$ cat config.mk
export PLATFORM = sky130hd
export DESIGN_NAME = card_dealer
export DESIGN_NICKNAME = d
export VERILOG_FILES = /design/src/rtl/card_dealer.sv
export SDC_FILE = /design/constraint.sdc
export NUM_CORES = 1
export LEC_CHECK = 0
export CORE_MARGIN = 5
export CORE_UTILIZATION = 60
export DETAILED_ROUTE_END_ITERATION = 8
export GPL_ROUTABILITY_DRIVEN = 0
export PLACE_DENSITY = 0.79
export SLEW_MARGIN = 15
export SYNTH_ARGS = -nofsm -noshare
export SYNTH_HDL_FRONTEND = slang
export SYNTH_SLANG_ARGS = --single-unit
$ cat constraint.sdc
create_clock -name clk_50M -period 4.7 [get_ports clk_50M]
set_input_delay 0.94 -clock clk_50M [delete_from_list [all_inputs] [get_ports clk_50M]]
set_output_delay 0.94 -clock clk_50M [all_outputs]
set_load 0.1 [all_outputs]
$ cat src/rtl/card_dealer.sv
// card_dealer: deals undealt cards from a 52-card deck using the game counter as entropy,
// then holds each draw until the counter reports its two-second display window has elapsed.
module card_dealer #(
   parameter int WIDTH = 12
) (
   input  logic             clk_50M,
   input  logic             i_Reset,
   input  logic             i_Draw,
   input  logic             i_Shuffle,
   input  logic [WIDTH-1:0] i_Count,
   input  logic             i_TwoSec,
   output logic             o_Zero,
   output logic             o_Active,
   output logic             o_Busy,
   output logic             o_Valid,
   output logic [5:0]       o_Card,
   output logic [1:0]       o_Suit,
   output logic [3:0]       o_Rank,
   output logic [3:0]       o_Value,
   output logic [5:0]       o_Dealt,
   output logic             o_Empty
);
   typedef enum logic [2:0] {IDLE, SAMPLE, PROBE, ZERO, HOLD, DONE} state_t;
   state_t state_q, state_d;
   logic [51:0] mask_q, mask_d;
   logic [5:0] cand_q, cand_d, card_q, card_d, out_card_q, out_card_d, dealt_q, dealt_d, rem_c;
   logic [1:0] suit_q, suit_d;
   logic [3:0] rank_q, rank_d, value_q, value_d, rank_c, value_c;
   logic armed_q, armed_d, zero_q, zero_d, active_q, active_d, busy_q, busy_d;
   logic valid_q, valid_d, empty_q, empty_d;
   always_comb begin
      rem_c = card_q % 6'd13;
      rank_c = 4'(rem_c) + 4'd1;
      value_c = (rank_c == 4'd1) ? 4'd11 : (rank_c > 4'd10) ? 4'd10 : rank_c;
      state_d = state_q;
      mask_d = mask_q;
      cand_d = cand_q;
      card_d = card_q;
      out_card_d = out_card_q;
      suit_d = suit_q;
      rank_d = rank_q;
      value_d = value_q;
      dealt_d = dealt_q;
      empty_d = empty_q;
      // armed only from the second HOLD cycle, masking a stale flag from before the zero
      armed_d = (state_q == HOLD);
      case (state_q)
         IDLE: begin
            if (i_Shuffle) begin
               mask_d = '0;
               dealt_d = '0;
               empty_d = 1'b0;
            end else if (i_Draw && !empty_q) begin
               state_d = SAMPLE;
            end
         end
         SAMPLE: begin
            cand_d = 6'(i_Count % WIDTH'(52));
            state_d = PROBE;
         end
         PROBE: begin
            if (!mask_q[cand_q]) begin
               mask_d[cand_q] = 1'b1;
               card_d = cand_q;
               state_d = ZERO;
            end else begin
               cand_d = (cand_q == 6'd51) ? 6'd0 : cand_q + 6'd1;
            end
         end
         ZERO: state_d = HOLD;
         HOLD: begin
            if (armed_q && i_TwoSec) begin
               state_d = DONE;
               out_card_d = card_q;
               suit_d = 2'(card_q / 6'd13);
               rank_d = rank_c;
               value_d = value_c;
               dealt_d = dealt_q + 6'd1;
               empty_d = (dealt_q == 6'd51);
            end
         end
         DONE: state_d = IDLE;
         default: state_d = IDLE;
      endcase
      zero_d = (state_d == ZERO);
      active_d = (state_d == HOLD);
      busy_d = (state_d != IDLE);
      valid_d = (state_d == DONE);
   end
   always_ff @(posedge clk_50M) begin
      if (i_Reset) begin
         state_q <= IDLE;
         mask_q <= '0;
         cand_q <= '0;
         card_q <= '0;
         out_card_q <= '0;
         suit_q <= '0;
         rank_q <= '0;
         value_q <= '0;
         dealt_q <= '0;
         empty_q <= 1'b0;
         armed_q <= 1'b0;
         zero_q <= 1'b0;
         active_q <= 1'b0;
         busy_q <= 1'b0;
         valid_q <= 1'b0;
      end else begin
         state_q <= state_d;
         mask_q <= mask_d;
         cand_q <= cand_d;
         card_q <= card_d;
         out_card_q <= out_card_d;
         suit_q <= suit_d;
         rank_q <= rank_d;
         value_q <= value_d;
         dealt_q <= dealt_d;
         empty_q <= empty_d;
         armed_q <= armed_d;
         zero_q <= zero_d;
         active_q <= active_d;
         busy_q <= busy_d;
         valid_q <= valid_d;
      end
   end
   assign o_Zero = zero_q;
   assign o_Active = active_q;
   assign o_Busy = busy_q;
   assign o_Valid = valid_q;
   assign o_Card = out_card_q;
   assign o_Suit = suit_q;
   assign o_Rank = rank_q;
   assign o_Value = value_q;
   assign o_Dealt = dealt_q;
   assign o_Empty = empty_q;
endmodule

Yosys cells after proc, flatten, opt, wreduce, memory -nomap -nowiden
Index checks and enable logic that the tools add are counted. W data, S select, Z words.

Register bits: 95. Bits in latches: 0. RAM bits: 0. Bits in read-only memories: 0. Bits of input ports: 17. Output and inout bits: 27. Logic and storage cells: 77. Memories: 0.

Add/subtract/negate cells: 3. Multipliers: 0. Divide/modulo/power cells: 3. $lt $le $gt $ge: 3. Equal/unequal tests: 14. Shift operators: 0. Mux-type cells: 23. Bitwise operators: 2. Reductions and logical operators: 14.

Operators with widths (number): $mux W52 (2); $pmux W52 S2 (1); $or A52 B52 Y52 (1); $mux W6 (4); $pmux W6 S2 (2); $pmux W3 S5 (1); $add A6 B1 Y6 const B (2); $eq A6 B6 Y1 const B (2); $mod A12 B6 Y12 const B (1); $mux W3 (4); $eq A3 B2 Y1 const B (3); $eq A3 B3 Y1 const B (3); $mux W4 (2); $lt A6 B7 Y1 const B (1); $bmux W1 S6 (1); $demux W1 S6 (1); $div A6 B4 Y6 const B (1); $ge A6 B1 Y1 const B (1); $mod A6 B4 Y6 const B (1); $ne A2 B2 Y1 const B (3); $reduce_and A2 Y1 (3); $reduce_and A3 Y1 (2); $reduce_bool A2 Y1 (3); $add A4 B1 Y4 const B (1); 11 further kinds (16).

Depth between registers and ports, before layout
Depth in word-level cells: 7. Gate-level depth with buffers: 18.

Worst setup path before layout
Ideal clock, no wire load.

Kind: input port to flip-flop. From: input i_Count[8]. To: register cand_q[3]. Data arrival time: 3.848 ns. Data required time: 4.614 ns. Path slack: 0.766 ns. Stages on the path: 15. Cells stage by stage: buf_6 buf_8 and2_4 a32oi_4 and2_1 buf_2 o21ai_1 a211oi_4 nand2_2 o2111a_1 o41a_1 o22ai_4 nand2_2 mux2_4 a221oi_2.

Longest elaborated chain between the ends: 2.

Ends and longest elaborated chain: from (decl) (line 10) `input logic [WIDTH-1:0] i_Count,`; $mod A12 B6 Y12 (line 58) `cand_d = 6'(i_Count % WIDTH'(52));`; $pmux W6 S2 (line 47) `case (state_q)`; to (signal assigned) (line 110) `cand_q <= cand_d;`; to (decl) (line 26) `logic [5:0] cand_q, cand_d, card_q, card_d, out_card_q, out_card_d, dealt_q, dealt_d, rem_c;`.

No other way between the ends. A chain may end at the register's enable or synchronous reset.

Worst setup path after layout
From: input i_Count[7]. To: register cand_q[3].

The elaborated chain is that of the path after synthesis.

==> reports/results.ini <==
[layout]
drive_above_1_share = 0.1186
seq_area_um2 = 1903
flow.area_growth_from_synthesis_pct = 12.97
stdcell_area_um2 = 7118
num-fill-cells = 855
fin_nets = 856
fin_util = 0.6926
multi_input_area_um2 = 3985
n_antenna_cell = 0

[logic_synthesis]
synth.most_common_cell = nor2_1
yosysTopAreaCell = dfxtp_1
synth_cells = 811
synth-seq-cells = 95
synth_common_cells = 117 x nor2_1, 97 x a21oi_1, 95 x dfxtp_1
avgSynthCellArea_um2 = 7.769
synth_top_cell_area_share = 0.3018
syn_nets = 837
synth_area_um2 = 6301
synth_warnings = 0
synth_edf_count = 0
synth_top_flop_cell = dfxtp_1
seq_area_frac_synth = 0.3018
yosys-top-cells-area = dfxtp_1 30%, a21oi_1 7.7%, nor2_1 7.0%, nand2_1 3.3%, clkbuf_1 2.9%
synth_cell_types = 99
synthArstFlopShare = 0

[sta]
tightest_slew_ps = 1165
slew_headroom = 0.2176
fin_skew_ps = 12.56
fin_hold_ws_ps = 460.2
tns_ps = 0
slew_viol_final = 0
final.period_utilization = 0.9307
period_needed_ps = 4374
fmax_ghz = 0.2286
finalHoldViolations = 0
final.setup.worst_slack_ps = 325.5
setup_viol = 0

[floorplan]
start_util = 0.6131
die_h_um = 112.5
coreArea_um2 = 10280
rows = 37
pin_count = 44
dieArea_um2 = 12650
die_w_um = 112.5

[route]
drc = 0
vias = 6226
viasPerCell = 6.412
dr.pass1.iters = 5
ant_nets = 0
routedWlPerCell_um = 16.90
wirelength_um = 16410
drtIter0Drc = 655

[placement]
dp_slack_ps = 0.2891
numPortBuffers = 43
dp_hpwl_um = 11700
post_dp_cell_area_um2 = 6895

[global_routing]
gr-usage-all-layers = 0.2541
grt_pass1_wl_um = 27490
grt_max_degree = 58
overflow = 0
grt_pass1_vias = 5917
antenna_found_initial = 0

[cts]
cts_tree = yes
clk_latency_ps = 360
holdBufCountCts = 0
path_clk_slew_ps = 90
cts_root_buf = clkbuf_8
h-tree-depth = 3
post_cts_buffers = 0
cts_sinks = 95
numCtsBuffers = 9
clockBufferDepth = 2
cts_resized = 0

[setup_path]
critPathMaxFanout = 18
endpoint_kind = flip-flop
required_ps = 4970
worstPathArrival_ps = 4650
cp-start-kind = input pin
critical_path_class = in -> reg

[power_and_ir_drop]
peakVddDrop_v = 0.0001984
p_leak_nw = 2.563
power.density_nw_per_um2 = 280.8

[run_status]
status = finished, final reports clean

[worst_hold_path]
worstHoldPathType = reg -> reg

[flow_run]
maxCapViolCount = 0

## cell usage in the layout (no fill, tap or decap), types with 4 or more instances in the layout
cell type / count
o211ai_1: 7
a21oi_1: 97
a221oi_1: 12
nand2_2: 5
clkdlybuf4s50_1: 43
a21boi_0: 4
xor2_1: 4
clkbuf_8: 10
a221o_1: 4
a21o_1: 9
o22ai_1: 6
nor2_1: 117
or3_1: 6
nand2_1: 55
and2_1: 6
a31oi_1: 11
a211oi_1: 12
o31a_1: 6
buf_4: 31
nand2b_1: 14
nand4_1: 10
o221ai_1: 4
ha_1: 9
nor3_1: 17
mux2i_1: 15
a22oi_1: 5
buf_12: 5
xnor2_1: 5
nor2b_1: 11
dfxtp_1: 94
nor2_2: 4
inv_1: 21
nand3_1: 22
o21bai_1: 4
o2111ai_1: 4
and3_1: 16
o21ai_0: 26
## where the power goes
part	internal [mW]	switching, mW	total, mW
combinational	0.232	0.352	0.584
clock	0.270	0.302	0.572
sequential	0.816	0.0275	0.843
## metal layers
layer | GRT usage | share of wire | vias to the layer above
met5 | 0 | 0 | -
met4 | 0.08013 | 0.017 | 0
met3 | 0.04852 | 0.066 | 30
met2 | 0.4354 | 0.48 | 233
met1 | 0.3229 | 0.43 | 2945
li1 | - | - | 3018
## final timing paths
path                                 from                       to  slack [ps]  depth (start not counted)
setup / recovery               i_Count[7]   cand_q[3]$_SDFFE_PP0P_         330                         14
hold / removal    o_Value[2]$_SDFFE_PP0P_  o_Value[2]$_SDFFE_PP0P_         460                          2
setup reg to reg   card_q[5]$_SDFFE_PP0P_  o_Value[0]$_SDFFE_PP0P_         330                         16
hold reg to reg   o_Value[2]$_SDFFE_PP0P_  o_Value[2]$_SDFFE_PP0P_         460                          2
## registers in the layout, summed over array words and instances (netlist names), 2 cells and up
signal	cells
card_q	6
o_Card	6
o_Dealt	6
state_q	3
o_Value	4
o_Rank	4
mask_q	52
o_Suit	2
cand_q	6
## cells by family (layout without fill, tap and decap cells)
group | after synthesis | count (layout) | share of synthesized area
AOI/OAI and AO/OA | 270 | 270 | 0.3116
DFF | 95 | 95 | 0.3018
and+or+nand+nor | 310 | 310 | 0.2425
muxes | 22 | 22 | 0.04229
buffers and inverters | 93 | 117 | 0.06692
adders and majority gates | 11 | 11 | 0.02105
xor gates and xnor gates | 10 | 10 | 0.01390
## cell type report
| type | count | area share |
|---|---|---|
| Sequential cell | 95 | 0.2674 |
| Multi-Input combinational cell | 623 | 0.5599 |
| Clock buffer | 10 | 0.01934 |
| Timing Repair Buffer | 79 | 0.1072 |
| Inverter | 22 | 0.01160 |
| Tap cell | 136 | 0.02391 |
| Clock inverter | 6 | 0.01072 |
## per-stage QoR
| stage | cells | total power, mW |
|---|---|---|
| 4_1_cts | 971 | 1.987 |
| 2_1_floorplan | 811 | 1.288 |
| 3_3_place_gp | 955 | 1.410 |
| 6_report | 971 | 1.999 |
| 3_5_place_dp | 955 | 1.428 |
| 5_1_grt | 971 | 2.085 |
## worst max-delay path: stages
cell	delay, ps
clkdlybuf4s50_1	540
buf_12	220
and2_4	140
a32oi_4	240
nand2_1	260
nor3_1	390
o311ai_4	150
and4_4	240
a211oi_1	420
o31a_1	240
o211ai_1	170
a21o_1	200
mux2_4	260
a221oi_2	210
Power figures use the tool's default switching activity.
